$ cat src/rtl/uart_pkg.sv
// rtl/uart_pkg.sv - shared UART constants, receiver state encoding and voter helper
package uart_pkg;

    typedef enum logic [2:0] {
        ST_BREAK,
        ST_IDLE,
        ST_START,
        ST_DATA,
        ST_STOP
    } rx_state_t;

    localparam int UART_CLK_PER_BIT     = 100;
    localparam int UART_CLK_PER_BIT_3_2 = (UART_CLK_PER_BIT * 3) / 2;

    function automatic logic maj3(input logic a, input logic b, input logic c);
        return (a & b) | (a & c) | (b & c);
    endfunction

endpackage

$ cat src/rtl/sync_fifo.sv
// rtl/sync_fifo.sv - show-ahead synchronous FIFO with occupancy count
module sync_fifo #(
    parameter int WIDTH = 8,
    parameter int DEPTH = 16
) (
    input  logic                   clk,
    input  logic                   resetn,
    input  logic                   push,
    input  logic [WIDTH-1:0]       push_data,
    input  logic                   pop,
    output logic [WIDTH-1:0]       pop_data,
    output logic                   full,
    output logic                   empty,
    output logic [$clog2(DEPTH):0] fill
);

    localparam int AW = $clog2(DEPTH);
    localparam logic [AW:0] FILL_MAX = (AW+1)'(DEPTH);

    logic [WIDTH-1:0] r_mem [DEPTH];
    logic [AW-1:0]    r_wr_ptr;
    logic [AW-1:0]    r_rd_ptr;
    logic [AW:0]      r_fill;
    logic             w_pop;
    logic             w_push;

    assign empty    = (r_fill == '0);
    assign full     = (r_fill == FILL_MAX);
    assign fill     = r_fill;
    assign pop_data = r_mem[r_rd_ptr];

    // A full FIFO still takes a push when the head leaves in the same cycle.
    assign w_pop  = pop && !empty;
    assign w_push = push && (!full || w_pop);

    always_ff @(posedge clk) begin
        if (!resetn) begin
            r_wr_ptr <= '0;
            r_rd_ptr <= '0;
            r_fill   <= '0;
        end else begin
            if (w_push) r_wr_ptr <= r_wr_ptr + AW'(1);
            if (w_pop)  r_rd_ptr <= r_rd_ptr + AW'(1);
            if (w_push && !w_pop)      r_fill <= r_fill + (AW+1)'(1);
            else if (w_pop && !w_push) r_fill <= r_fill - (AW+1)'(1);
        end
    end

    always_ff @(posedge clk) begin
        if (w_push) r_mem[r_wr_ptr] <= push_data;
    end

endmodule

$ cat src/rtl/uart_rx_fifo.sv
// rtl/uart_rx_fifo.sv - 8N1 UART receiver with majority-vote sampling feeding a byte FIFO
module uart_rx_fifo
    import uart_pkg::*;
#(
    parameter int CLK_PER_BIT = UART_CLK_PER_BIT,
    parameter int FIFO_DEPTH  = 16
) (
    input  logic                        CLK,
    input  logic                        RESET_N,
    input  logic                        RX,
    output logic [7:0]                  data,
    output logic                        valid,
    input  logic                        ready,
    output logic                        frame_err,
    output logic                        overrun,
    output logic [$clog2(FIFO_DEPTH):0] fill
);

    localparam int CW = $clog2(CLK_PER_BIT);
    localparam logic [CW-1:0] CNT_FULL = CW'(CLK_PER_BIT - 1);
    localparam logic [CW-1:0] CNT_HALF = CW'(CLK_PER_BIT / 2 - 1);

    rx_state_t     r_state;
    rx_state_t     w_state_nxt;
    logic [1:0]    r_sync;
    logic [CW-1:0] r_cnt;
    logic [2:0]    r_bit_idx;
    logic [7:0]    r_shift;
    logic [1:0]    r_smp;
    logic          r_frame_err;
    logic          r_overrun;
    logic          w_rx_s;
    logic          w_cnt_zero;
    logic          w_bit;
    logic          w_push;
    logic          w_ferr;
    logic          w_full;
    logic          w_empty;
    logic          w_pop;

    assign w_rx_s     = r_sync[1];
    assign w_cnt_zero = (r_cnt == '0);
    assign w_bit      = maj3(r_smp[1], r_smp[0], w_rx_s);
    assign w_pop      = valid && ready;
    assign valid      = !w_empty;
    assign frame_err  = r_frame_err;
    assign overrun    = r_overrun;

    always_comb begin
        w_state_nxt = r_state;
        w_push      = 1'b0;
        w_ferr      = 1'b0;
        case (r_state)
            ST_BREAK: if (w_rx_s) w_state_nxt = ST_IDLE;
            ST_IDLE:  if (!w_rx_s) w_state_nxt = ST_START;
            ST_START: if (w_cnt_zero) w_state_nxt = w_rx_s ? ST_IDLE : ST_DATA;
            ST_DATA:  if (w_cnt_zero && r_bit_idx == 3'd7) w_state_nxt = ST_STOP;
            ST_STOP: begin
                // Leaving at the stop-bit centre lets a following frame start with no gap.
                if (w_cnt_zero) begin
                    if (w_bit) begin
                        w_push      = 1'b1;
                        w_state_nxt = ST_IDLE;
                    end else begin
                        w_ferr      = 1'b1;
                        w_state_nxt = ST_BREAK;
                    end
                end
            end
            default: w_state_nxt = ST_BREAK;
        endcase
    end

    always_ff @(posedge CLK) begin
        if (!RESET_N) begin
            r_state     <= ST_BREAK;
            r_sync      <= 2'b11;
            r_cnt       <= '0;
            r_bit_idx   <= '0;
            r_shift     <= '0;
            r_smp       <= '0;
            r_frame_err <= 1'b0;
            r_overrun   <= 1'b0;
        end else begin
            r_state     <= w_state_nxt;
            r_sync      <= {r_sync[0], RX};
            r_frame_err <= w_ferr;
            r_overrun   <= w_push && w_full && !w_pop;
            case (r_state)
                ST_IDLE: r_cnt <= CNT_HALF;
                ST_START: begin
                    if (w_cnt_zero) begin
                        r_cnt     <= CNT_FULL;
                        r_bit_idx <= '0;
                    end else begin
                        r_cnt <= r_cnt - CW'(1);
                    end
                end
                ST_DATA, ST_STOP: begin
                    if (r_cnt == CW'(2)) r_smp[1] <= w_rx_s;
                    if (r_cnt == CW'(1)) r_smp[0] <= w_rx_s;
                    if (w_cnt_zero) begin
                        r_cnt <= CNT_FULL;
                        if (r_state == ST_DATA) begin
                            r_shift   <= {w_bit, r_shift[7:1]};
                            r_bit_idx <= r_bit_idx + 3'd1;
                        end
                    end else begin
                        r_cnt <= r_cnt - CW'(1);
                    end
                end
                default: ;
            endcase
        end
    end

    sync_fifo #(
        .WIDTH (8),
        .DEPTH (FIFO_DEPTH)
    ) u_fifo (
        .clk       (CLK),
        .resetn    (RESET_N),
        .push      (w_push),
        .push_data (r_shift),
        .pop       (w_pop),
        .pop_data  (data),
        .full      (w_full),
        .empty     (w_empty),
        .fill      (fill)
    );

endmodule
$ cat config.mk
export PLATFORM = sky130hd
export DESIGN_NAME = uart_rx_fifo
export DESIGN_NICKNAME = d
export VERILOG_FILES = /design/src/rtl/uart_pkg.sv /design/src/rtl/sync_fifo.sv /design/src/rtl/uart_rx_fifo.sv
export SDC_FILE = /design/constraint.sdc
export NUM_CORES = 1
export LEC_CHECK = 0
export CAP_MARGIN = 25
export CORE_MARGIN = 3
export CORE_UTILIZATION = 45
export CTS_CLUSTER_DIAMETER = 50
export DETAILED_ROUTE_END_ITERATION = 16
export DONT_BUFFER_PORTS = 1
export PLACE_DENSITY_LB_ADDON = 0.12
export SLEW_MARGIN = 20
export SYNTH_ARGS = -nofsm -noshare
export SYNTH_HDL_FRONTEND = slang
export SYNTH_SLANG_ARGS = --single-unit
$ cat constraint.sdc
create_clock -name CLK -period 2.7 [get_ports CLK]
set_input_delay 0.27 -clock CLK [delete_from_list [all_inputs] [get_ports CLK]]
set_output_delay 0.27 -clock CLK [all_outputs]
set_load 0.01 [all_outputs]
Word-level counts from Yosys, hierarchy flattened
Memories as Yosys holds them, arrays and structs flattened. A register that Yosys moved wholly into a read port is not among the register bits.
Index checks and enable logic that the tools add are counted.

operators by class
  mux-type cells = 24
  eq/ne operators = 15
  reductions and logical operators = 28
  bitwise gates (word level) = 5
  add/subtract/negate cells = 6

operators with widths
  kind                                                                 count
  3-bit 2-to-1 mux                                                     8
  3-bit case mux with 5 select lines                                   1
  2-bit != test (second input constant)                                7
  7-bit case mux with 2 select lines                                   1
  5-bit 2-to-1 mux                                                     2
  4-bit by 1-bit adder with 4-bit output (second input constant)       2
  1-bit logical AND                                                    8
  4-bit 2-to-1 mux                                                     2
  7-bit by 1-bit == test with 1-bit output (second input constant)     1
  7-bit by 2-bit == test with 1-bit output (second input constant)     1
  7-bit logical NOT                                                    1
  1-bit 2-to-1 mux                                                     7
  7-bit 2-to-1 mux                                                     1
  7-bit by 1-bit subtractor with 7-bit output (second input constant)  1
  3-bit by 2-bit == test with 1-bit output (second input constant)     2
  3-bit == test (second input constant)                                2
  3-bit case mux with 2 select lines                                   1
  3-bit AND reduction                                                  2
  2-bit nonzero test                                                   3
  5-bit by 1-bit adder with 5-bit output (second input constant)       1
  5-bit == test (second input constant)                                1
  1-bit logical NOT                                                    5
  5-bit logical NOT                                                    1
  5-bit AND reduction                                                  1
  other kinds (12)                                                     16

word-level totals
  memory bits (writable) = 128
  output and inout port bits = 16
  memories kept = 1
  register bits after elaboration = 40
  input port bits = 4
  logic and storage cells = 91

memories
  memory        words  bits a word  rd ports  clocked after memory_dff  write ports  line             source
  u_fifo.r_mem  16     8            1         1                         1            sync_fifo.sv:20  logic [WIDTH-1:0] r_mem [DEPTH];

Logic depth before layout (Yosys ltp)
Gate-level depths: netlist (run 1).

  depth in word-level cells = 11
  mapped depth = 12
  depth with buffers taken out = 12

By module
From an unflattened synthesis (run 1), not the netlist that was laid out.

second synthesis, totals
  cells, all modules = 465
  area, all modules = 7111.8 sq um

by module, submodules not included
  module        sequential area each (sq um)  area each (sq um)  cells each  times used
  sync_fifo     4184.0                        5771.8             310         1
  uart_rx_fifo  540.5                         1340.0             155         1

Worst setup path after synthesis (run 1)
No wires, ideal clock.

  path type = reg-to-reg
  start = register u_fifo.r_fill[0] (netlist: u_fifo.fill[0])
  end = register u_fifo.r_fill[4] (netlist: u_fifo.fill[4])
  buffers on the path = 0
  clock period less this slack = 2.891 ns
  data required time = 2.628 ns
  stages on the path, launching flop included = 11
  path slack = -0.191 ns
  data arrival time = 2.820 ns
  cell sequence = dfxtp_1 -> or4_4 -> nor3b_4 -> nor2_4 -> ha_1 -> inv_1 -> ha_1 -> a21o_1 -> a21oi_1 -> mux2i_1 -> mux2i_1

between the ends
  word-level cells in the longest chain between the ends = 9
  elaborated cells between the ends (all ways) = 17
  those cells by class = add/sub (2); eq/ne (1); mux (2); reduce/logical (12)

ends and longest elaborated chain
  element                       line                                 source
  start, declared               sync_fifo.sv:23                      logic [AW:0] r_fill;
  start signal, assigned        sync_fifo.sv:44                      if (w_push && !w_pop) r_fill <= r_fill + (AW+1)'(1);
  start signal, assigned        sync_fifo.sv:45                      else if (w_pop && !w_push) r_fill <= r_fill - (AW+1)'(1);
  5-bit logical NOT             sync_fifo.sv:27                      assign empty = (r_fill == '0);
  1-bit logical NOT             sync_fifo.sv:33, uart_rx_fifo.sv:45
  1-bit logical AND             uart_rx_fifo.sv:44                   assign w_pop = valid && ready;
  1-bit logical AND             sync_fifo.sv:33                      assign w_pop = pop && !empty;
  1-bit logical OR (*)          sync_fifo.sv:34                      assign w_push = push && (!full || w_pop);
  1-bit logical AND (*)         sync_fifo.sv:34
  named net u_fifo.w_push       sync_fifo.sv:25                      logic w_push;
  1-bit logical NOT             sync_fifo.sv:45
  1-bit logical AND             sync_fifo.sv:45
  2-bit nonzero test (no line)  -

The timed path passes the listed nets; every way through them passes the cells marked *. The select of a mux whose other input is x is not followed.
A chain may end at the register's enable or synchronous reset.

Final worst setup path (run 1)
  start = register r_cnt[1]
  end = register u_fifo.r_fill[4] (netlist: u_fifo.fill[4])

between the ends
  word-level cells in the longest chain between the ends = 7
  elaborated cells between the ends (all ways) = 9
  those cells by class = mux (3); reduce/logical (6)

ends and longest elaborated chain
  element                       line                 source
  start, declared               uart_rx_fifo.sv:26   logic [CW-1:0] r_cnt;
  start signal, assigned        uart_rx_fifo.sv:96   r_cnt <= r_cnt - CW'(1);
  start signal, assigned        uart_rx_fifo.sv:109  r_cnt <= r_cnt - CW'(1);
  7-bit logical NOT (*)         uart_rx_fifo.sv:42   assign w_cnt_zero = (r_cnt == '0);
  1-bit 2-to-1 mux (*)          uart_rx_fifo.sv:60   if (w_cnt_zero) begin
  1-bit 2-to-1 mux (*)          uart_rx_fifo.sv:53   case (r_state)
  1-bit logical AND (*)         sync_fifo.sv:34
  named net u_fifo.w_push       sync_fifo.sv:25
  1-bit logical NOT             sync_fifo.sv:45
  1-bit logical AND             sync_fifo.sv:45
  2-bit nonzero test (no line)  -

The timed path passes the listed nets; every way through them passes the cells marked *.

==> out/summary.txt, run 1 <==
outcome -> completed
worst-path fanout max -> 5
Seq cells post-synth -> 172
Slew Limit Headroom -> 55.7%
Die Ht -> 132 um
NumNets Final -> 471
Post-Synth Adder-Cell Area -> 3.05%
register area -> 4730 um2
ys async rst share -> 0%
I/O Buffers -> 0
NetSw -> 1690 uW
kind of end point of the critical path -> flip-flop
register area share after synthesis -> 66.3%
clock sinks -> 172
clock buffer depth -> 2
sequential group share of total power -> 45.6%
total CTS buffers -> 17
post-synthesis simple-gate area fraction -> 8.67%
total of warnings raised by yosys -> 0
first-pass GRT wire length -> 21600 um
setup TNS -> 0 ns
Req. time, crit path -> 3.04 ns
Routability Congestion -> 0.785
VDD IR max -> 404 uV
LEAKAGE -> 0.00276 uW
synthesized netlist cell count -> 427
Die ar. -> 17400 um2
Power Density -> 798 nW/um2
first-iteration detailed-routing DRC count -> 202
fillers -> 1284
max-cap viol count -> 0
hold_ws -> 0.0495 ns
CTS tree -> built
Post-Synth XOR/XNOR Area -> 1.23%
Syn-to-layout area delta -> 14.0%
vias in the first global route -> 3743
most frequent cells in the layout -> edfxtp_1 (128), dfxtp_1 (41), mux4_2 (40)
final HPWL from detailed placement -> 8790 um
vias -> 3742
Slew Viols, Final -> 0
Worst setup SP type -> flip-flop
clk root buf -> clkbuf_16
final design utilization -> 52.9%
antenna cells -> 0
achievable frequency -> 0.398 GHz
share of layout cells above drive strength 1 -> 25.5%
Core Rows -> 45
Cell Area, Synth -> 7130 um2
largest net degree at the start of global routing -> 33
routed length per instance -> 20.4 um
EDFF count, synth -> 128
CTS H-tree lvls -> 4
clock share of power -> 33.9%
DRT antenna net count -> 0
vias per cell -> 5.55
compound-cell area share of the yosys netlist -> 3.97%
final WL -> 13700 um
Switching Fraction -> 26.1%
critical path class -> reg -> reg
post-synthesis mux area share -> 15.0%
commonest non-fill, non-tap cell in the layout -> edfxtp_1
Period minus WS final -> 2.51 ns
combinational power share -> 20.5%
I/O pin count -> 20
synth unique cells -> 64
Final Cycle Share -> 93.0%
# DRC -> 0
Worst-Margin Slew -> 0.664 ns
total gr overflow -> 0
first-pass iteration count of the detailed router -> 5
Starting Density -> 46.4%
RSZ-0062 raised after global routing -> no
Hold Violations, Final -> 0
most common flop cell mapped by yosys -> edfxtp_1
clock slew at reported path FFs -> 0.06 ns
Data arrival, critical path -> 2.85 ns
global-route usage over all layers -> 16.4%
core area -> 15400 um2
worst hold path class -> in -> reg
Int Pwr -> 4790 uW
Die Width -> 132 um
post-synthesis area per instance -> 16.7 um2
largest family of logic cells by synthesized area -> multiplexers
Clock Skew -> 0.00571 ns
area of the multi-input gates -> 2340 um2
antenna violations before repair -> 0
Final Setup Violations -> 0
clock latency on the worst-skew pair -> 0.42 ns
Net Count, Synth -> 447
==> flip-flops by register name, summed over array words and instances, names as in the netlist, named ones only <==
register         flops
u_fifo.r_mem       128
r_shift              8
r_cnt                7
u_fifo.fill          5
u_fifo.r_rd_ptr      4
u_fifo.r_wr_ptr      4
r_bit_idx            3
r_state              3
r_smp                2
r_sync               2
frame_err            1
overrun              1
==> layout make-up <==
cell class / instances / share of cell area [%]
Inverter: 8 / 0.400
Clock inverter: 13 / 1.25
Multi-Input combinational cell: 225 / 28.8
Timing Repair Buffer: 27 / 2.83
Clock buffer: 18 / 5.28
Tap cell: 211 / 3.25
Sequential cell: 172 / 58.2
==> kinds of logic (layout without fill, tap and decap cells) <==
kind of cell	after synthesis	after routing
flops	172	172
simple gates	102	102
mux	57	57
compound gates	39	39
buf+inv	30	66
fa+ha+maj	17	17
xor+xnor	10	10
==> repair_timing <==
action | CTS | global route
hold endpoints to repair | 11 | 0
setup buffers | 0 | 1
endpoints found under the setup margin | 0 | 1
resized for setup | 0 | 4
hold buffers | 3 | 0
==> power groups by stage <==
stage	clock network [uW]	registers [uW]	logic, uW
final	2200	2960	1330
after global routing	2350	2970	1460
after CTS	2250	2960	1340
after detailed placement	0	3020	1330
after global placement	0	3010	1310
after floorplan	0	3010	990
==> synth_stat cells (5+ instances only) <==
library cell  number  area, um2
ha_1              15        188
inv_1              8       30.0
mux2i_1           17        170
a21oi_1           11       55.1
xor2_1             6       52.6
nand2b_1           5       31.3
nand2_1           16       60.1
edfxtp_1         128       3840
mux4_2            40        901
nor2_1            30        113
clkbuf_1          10       37.5
dfxtp_1           44        881
and2_1             9       56.3
buf_2              7       35.0
==> metrics by stage <==
step | area [um2] | power (uW) | worst slack, ns | cells
after floorplan | 7170 | 4000 | 0.0198 | 427
after global placement | 7530 | 4320 | 0.167 | 638
after detailed placement | 7530 | 4340 | 0.103 | 638
after CTS | 8090 | 6550 | 0.0810 | 672
after global routing | 8130 | 6780 | 0.00359 | 674
final | 8130 | 6490 | 0.190 | 674
==> per-layer routing <==
metal / track usage, % / share of wire [%]
met5: 0 / 0
met4: 5.72 / 1.5
met3: 3.51 / 3.6
met2: 26.9 / 50
met1: 22.0 / 45
==> critical path, stage by stage (launching register included) <==
cell	delay (ns)
dfxtp_2	0.34
inv_2	0.08
ha_2	0.19
nor3b_4	0.24
nand4_4	0.15
nor2_4	0.15
ha_4	0.16
inv_4	0.05
fa_2	0.34
a21o_1	0.17
a21oi_2	0.13
mux2i_1	0.22
mux2i_1	0.20
==> final timing paths <==
| kind | startpoint | end | slack, ns | cells past startpoint |
|---|---|---|---|---|
| max reg2reg | r_cnt[1] | u_fifo.fill[4] | 0.19 | 12 |
| min | RESET_N | u_fifo.r_wr_ptr[3] | 0.05 | 2 |
| max | r_cnt[1] | u_fifo.fill[4] | 0.19 | 12 |
| min reg2reg | r_sync[0] | r_sync[1] | 0.42 | 1 |
(Power assumes the default switching activity.)
==> inputs of run 2 (changes only) <==
--- a/config.mk
+++ b/config.mk
@@ -5,13 +5,14 @@
 export SDC_FILE = /design/constraint.sdc
 export NUM_CORES = 1
 export LEC_CHECK = 0
+export ABC_CLOCK_PERIOD_IN_PS = 2700
 export CAP_MARGIN = 25
 export CORE_MARGIN = 3
 export CORE_UTILIZATION = 45
 export CTS_CLUSTER_DIAMETER = 50
 export DETAILED_ROUTE_END_ITERATION = 16
 export DONT_BUFFER_PORTS = 1
-export PLACE_DENSITY_LB_ADDON = 0.12
+export PLACE_DENSITY = 0.6
 export SLEW_MARGIN = 20
 export SYNTH_ARGS = -nofsm -noshare
 export SYNTH_HDL_FRONTEND = slang
==> run 2 against run 1 <==
  * Non-clock buffer count grew 14
  * Register-to-register slack is essentially flat
  * Cell count is 2.1% higher
  * Hold slack worse by 0.022 ns
  * First-iteration DRC count increased by 25%
  * Global-route usage grew 0.85 points
  * Clock skew increased by 0.0031 ns
  * Sequential share of layout area is 1.1 points lower
  * Count of clock-buffer cells in the layout is 2 higher
  * Core utilization grew 1.1 points
  * Flip-flop and latch count stayed put
  * Sequential power is essentially flat
  * Critical path type is now reg -> out
  * Highest routed layer unchanged
==> out/summary.txt, run 2 (synthesis results as in run 1) <==
Final Setup Violations -> 0 (unchanged)
met1 Resource Use GR -> 22.7% (+0.66 points)
I/O Buffers -> 0 (unchanged)
vias -> 3783 (+1.1%)
met2 track demand over resource -> 28.2% (+1.3 points)
R2R Path Start -> u_fifo.fill[3]
CTS tree -> built
final HPWL from detailed placement -> 9150 um (+4.1%)
I/O pin count -> 20 (unchanged)
critical path class -> reg -> out
RSZ-0062 raised after global routing -> no
final WL -> 14300 um (+3.8%)
commonest non-fill, non-tap cell in the layout -> edfxtp_1
worst hold path class -> in -> reg
total CTS buffers -> 17 (unchanged)
first-pass iteration count of the detailed router -> 4 (-1)
DRT antenna net count -> 0 (unchanged)
first-iteration detailed-routing DRC count -> 253 (+25%)
Die Width -> 132 um (unchanged)
NumNets Final -> 485 (+3.0%)
Syn-to-layout area delta -> 16.3%
routed length per instance -> 20.7 um (+1.7%)
worst-case reg-to-reg path depth -> 10 (-2)
worst-path fanout max -> 26 (+21)
LEAKAGE -> 0.00286 uW (+3.4%)
Slew Viols, Final -> 0 (unchanged)
Starting Density -> 46.4% (unchanged)
total gr overflow -> 0 (unchanged)
worst reg2reg setup slack -> 0.18 ns (about the same)
routing usage on met3 -> 4.96% (+1.5 points)
clk root buf -> clkbuf_16
Hold Violations, Final -> 0 (unchanged)
Routability Congestion -> 0.761 (-3.0%)
largest net degree at the start of global routing -> 33 (unchanged)
max reg flops -> 128 (unchanged)
# DRC -> 0 (unchanged)
Final WS setup -> 0.117 ns (-0.0728 ns)
Worst setup SP type -> flip-flop
outcome -> completed
antenna violations before repair -> 0 (unchanged)
clock latency on the worst-skew pair -> 0.42 ns (about the same)
Worst-Margin Slew -> 0.686 ns (+0.0220 ns)
Setup WS pre-CTS -> 0.0838 ns (-0.0195 ns)
worst hold stages -> 2 (unchanged)
clock buffer depth -> 2 (unchanged)
kind of end point of the critical path -> primary output
slowest cell on the critical path -> mux4_2
top flop regs -> u_fifo.r_mem x128, r_shift x8, r_cnt x7
most frequent cells in the layout -> edfxtp_1 (128), mux4_2 (40), dfxtp_1 (40)
first-pass GRT wire length -> 22400 um (+3.8%)
max-cap viol count -> 0 (unchanged)
achievable frequency -> 0.387 GHz (-2.8%)
Power Density -> 805 nW/um2 (+0.86%)
worst flop-to-flop path endpoint -> u_fifo.fill[4]
Data arrival, critical path -> 2.31 ns (-0.54 ns)
Die Ht -> 132 um (unchanged)
Slew Limit Headroom -> 54.2% (-1.5 points)
CP most frequent cell -> mux4_2
setup TNS -> 0 ns (unchanged)
vias in the first global route -> 3944 (+5.4%)
antenna cells -> 0 (unchanged)
Die ar. -> 17400 um2 (unchanged)
Biggest register -> u_fifo.r_mem
VDD IR max -> 543 uV (+35%)
CP peak stage delay -> 0.57 ns (+0.23 ns)
clock sinks -> 172 (unchanged)
vias per cell -> 5.50 (-0.96%)
hold_ws -> 0.0277 ns (-0.0217 ns)
Req. time, crit path -> 2.43 ns (-0.61 ns)
clock slew at reported path FFs -> 0.06 ns (about the same)
share of layout cells above drive strength 1 -> 28.3% (+2.8 points)
Final Cycle Share -> 95.7% (+2.7 points)
core area -> 15400 um2 (unchanged)
Core Rows -> 45 (unchanged)
global-route usage over all layers -> 17.3% (+0.85 points)
Clock Skew -> 0.00878 ns (+0.00307 ns)
CTS H-tree lvls -> 4 (unchanged)
crit-path cells -> buf_12 -> mux4_2 -> mux4_2
global route hottest layer -> met2
Hold EP -> u_fifo.fill[3]
HP Start -> RESET_N
Period minus WS final -> 2.58 ns (+0.0728 ns)
-- run 2: worst max-delay path by stage --
| stage | from | to | slack (ns) | cells after the start |
|---|---|---|---|---|
| after detailed placement | r_cnt[0] | u_fifo.fill[4] | 0.08 | 12 |
| after floorplan | u_fifo.fill[3] | u_fifo.fill[4] | 0.02 | 10 |
| after global placement | u_fifo.fill[1] | u_fifo.fill[4] | 0.17 | 9 |
| after CTS | r_cnt[0] | u_fifo.fill[4] | 0.06 | 12 |
| final | flip-flop | data[2] | 0.12 | 3 |
| after global routing | flip-flop | data[3] | 0.01 | 3 |
-- run 2: what timing repair did --
action                                  CTS  global route
gates resized for setup                   0             7
hold buffers                              2             0
setup buffers                             0             3
endpoints found under the setup margin    0             1
hold endpoints to repair                 12             0
-- run 2: stage by stage --
stage	std cells	total power, uW	util, %	cell area, um2
floorplan	427	4000	-	7170
global placement	651	4290	49.6	7620
detailed placement	651	4310	49.6	7620
CTS	684	6730	53.5	8230
global route	688	6970	53.9	8290
finish	688	6670	53.9	8290
-- run 2: cell type report --
class / count / area (um2)
clock buffers: 20 / 437
clock inverters: 11 / 145
fillers: 1252 / 7080
inverters: 8 / 32.5
multi-input cells: 225 / 2350
flip-flops and latches: 172 / 4730
well taps: 211 / 264
repair buffers: 41 / 329
-- run 2: layer usage --
| layer | wire (um) | part of all wire, % |
|---|---|---|
| met5 | 0 | 0 |
| met2 | 7140 | 50 |
| met1 | 6170 | 43 |
| met3 | 824 | 5.8 |
| met4 | 122 | 0.86 |
-- run 2: critical path: cells and delay by family (launching register included) --
kind / cells / cell delay, ns
muxes: 2 / 1.10
DFF: 1 / 0.49
buffers and inverters: 1 / 0.28
-- run 2: power by group --
part	switching [uW]	internal [uW]
combinational	617	659
clock	963	1450
sequential	108	2880
==> inputs of run 3 (changes only) <==
--- a/config.mk
+++ b/config.mk
@@ -12,6 +12,7 @@
 export CTS_CLUSTER_DIAMETER = 50
 export DETAILED_ROUTE_END_ITERATION = 16
 export DONT_BUFFER_PORTS = 1
+export HOLD_SLACK_MARGIN = 0.02
 export PLACE_DENSITY = 0.6
 export SLEW_MARGIN = 20
 export SYNTH_ARGS = -nofsm -noshare
==> run 3 against run 2 <==
  * Power about the same
  * Core utilization up 0.065 points
  * Largest cell class unchanged
  * Flip-flop and latch count stayed put
==> out/summary.txt, run 3 (synthesis results as in run 1) <==
worst hold path class -> in -> reg
Slew Viols, Final -> 0 (unchanged)
achievable frequency -> 0.387 GHz (about the same)
CTS tree -> built
largest net degree at the start of global routing -> 33 (unchanged)
final HPWL from detailed placement -> 9150 um (unchanged)
outcome -> completed
area of the multi-input gates -> 2350 um2 (unchanged)
DP Area -> 7620 um2 (unchanged)
# DRC -> 0 (unchanged)
vias per cell -> 5.52 (+0.33%)
critical path class -> reg -> out
Biggest register -> u_fifo.r_mem
Data arrival, critical path -> 2.31 ns (about the same)
Period minus WS final -> 2.58 ns (-0.00151 ns)
routed length per instance -> 20.6 um (-0.46%)
DRT antenna net count -> 0 (unchanged)
NumNets Final -> 486 (+0.21%)
Die Ht -> 132 um (unchanged)
first-pass GRT wire length -> 22400 um (unchanged)
I/O pin count -> 20 (unchanged)
Syn-to-layout area delta -> 16.5%
most frequent cells in the layout -> edfxtp_1 (128), mux4_2 (40), dfxtp_1 (40)
Slew Limit Headroom -> 53.4% (-0.78 points)
Req. time, crit path -> 2.43 ns (about the same)
Clock Skew -> 0.00758 ns (-0.00120 ns)
core area -> 15400 um2 (unchanged)
global-route usage over all layers -> 17.3% (unchanged)
Worst-Margin Slew -> 0.698 ns (+0.0117 ns)
I/O Buffers -> 0 (unchanged)
commonest non-fill, non-tap cell in the layout -> edfxtp_1
top flop regs -> u_fifo.r_mem x128, r_shift x8, r_cnt x7
clock slew at reported path FFs -> 0.06 ns (about the same)
share of layout cells above drive strength 1 -> 28.2% (-0.059 points)
clock buffer depth -> 2 (unchanged)
RSZ-0062 raised after global routing -> no
Final Setup Violations -> 0 (unchanged)
final WL -> 14200 um (-0.32%)
LEAKAGE -> 0.00286 uW (+0.15%)
register area -> 4730 um2 (unchanged)
clock sinks -> 172 (unchanged)
Final Cell Area -> 8300 um2 (+0.12%)
total gr overflow -> 0 (unchanged)
clk root buf -> clkbuf_16
Die Width -> 132 um (unchanged)
max-cap viol count -> 0 (unchanged)
Power Density -> 804 nW/um2 (about the same)
Final Cycle Share -> 95.6% (about the same)
antenna cells -> 0 (unchanged)
vias in the first global route -> 3944 (unchanged)
Starting Density -> 46.4% (unchanged)
total CTS buffers -> 17 (unchanged)
setup TNS -> 0 ns (unchanged)
clock latency on the worst-skew pair -> 0.42 ns (about the same)
worst-path fanout max -> 26 (unchanged)
vias -> 3801 (+0.48%)
first-pass iteration count of the detailed router -> 5 (+1)
VDD IR max -> 544 uV (+0.11%)
CTS H-tree lvls -> 4 (unchanged)
fillers -> 1254 (+0.16%)
antenna violations before repair -> 0 (unchanged)
Core Rows -> 45 (unchanged)
Hold Violations, Final -> 0 (unchanged)
Routability Congestion -> 0.761 (unchanged)
Worst setup SP type -> flip-flop
kind of end point of the critical path -> primary output
first-iteration detailed-routing DRC count -> 226 (-11%)
Die ar. -> 17400 um2 (unchanged)
max reg flops -> 128 (unchanged)
## run 3: final cells by class
| cell class | instances | share of cell area, % |
|---|---|---|
| Inverter | 8 | 0.392 |
| Multi-Input combinational cell | 225 | 28.3 |
| Clock buffer | 20 | 5.26 |
| Tap cell | 211 | 3.18 |
| Timing Repair Buffer | 42 | 4.08 |
| Clock inverter | 11 | 1.75 |
| Sequential cell | 172 | 57.0 |
## run 3: layer usage
layer / vias to the layer above / wire length, um / track usage [%]
li1: 1760 / - / -
met1: 1947 / 6210 / 22.7
met2: 82 / 7050 / 28.2
met3: 12 / 831 / 4.96
met4: 0 / 121 / 5.37
met5: - / 0 / 0
## run 3: per-stage QoR
step	total power, uW	hold WS (ns)	util (%)	worst slack (ns)	cells
2_1_floorplan	4000	0.371	-	0.0198	427
3_3_place_gp	4290	0.345	49.6	0.172	651
3_5_place_dp	4310	0.351	49.6	0.0838	651
4_1_cts	6730	0.0201	53.5	0.0620	684
5_1_grt	6980	0.0572	54.0	0.0105	689
6_report	6680	0.0448	54.0	0.119	689
## run 3: repair_timing
item / 4_1_cts / 5_1_grt
resized for setup: 0 / 7
hold buffers: 2 / 1
hold endpoints to repair: 12 / 1
setup endpoints to repair: 0 / 1
setup buffers: 0 / 3
## run 3: final timing paths
path / endpoint / slack [ns] / start / depth (start not counted)
max reg2reg: u_fifo.fill[4] / 0.18 / u_fifo.fill[3] / 10
min reg2reg: r_sync[1] / 0.42 / r_sync[0] / 1
max: data[2] / 0.12 / flip-flop / 3
min: u_fifo.r_wr_ptr[3] / 0.04 / RESET_N / 2
## run 3: critical path, cell delays in order (launching register included)
cell and delay [ns]:
dfxtp_2 0.49, buf_12 0.28, mux4_2 0.54, mux4_2 0.55
## run 3: power by group
group | internal (uW) | switching, uW
clock | 1450 | 962
sequential | 2880 | 108
combinational | 660 | 618
total | 4990 | 1690
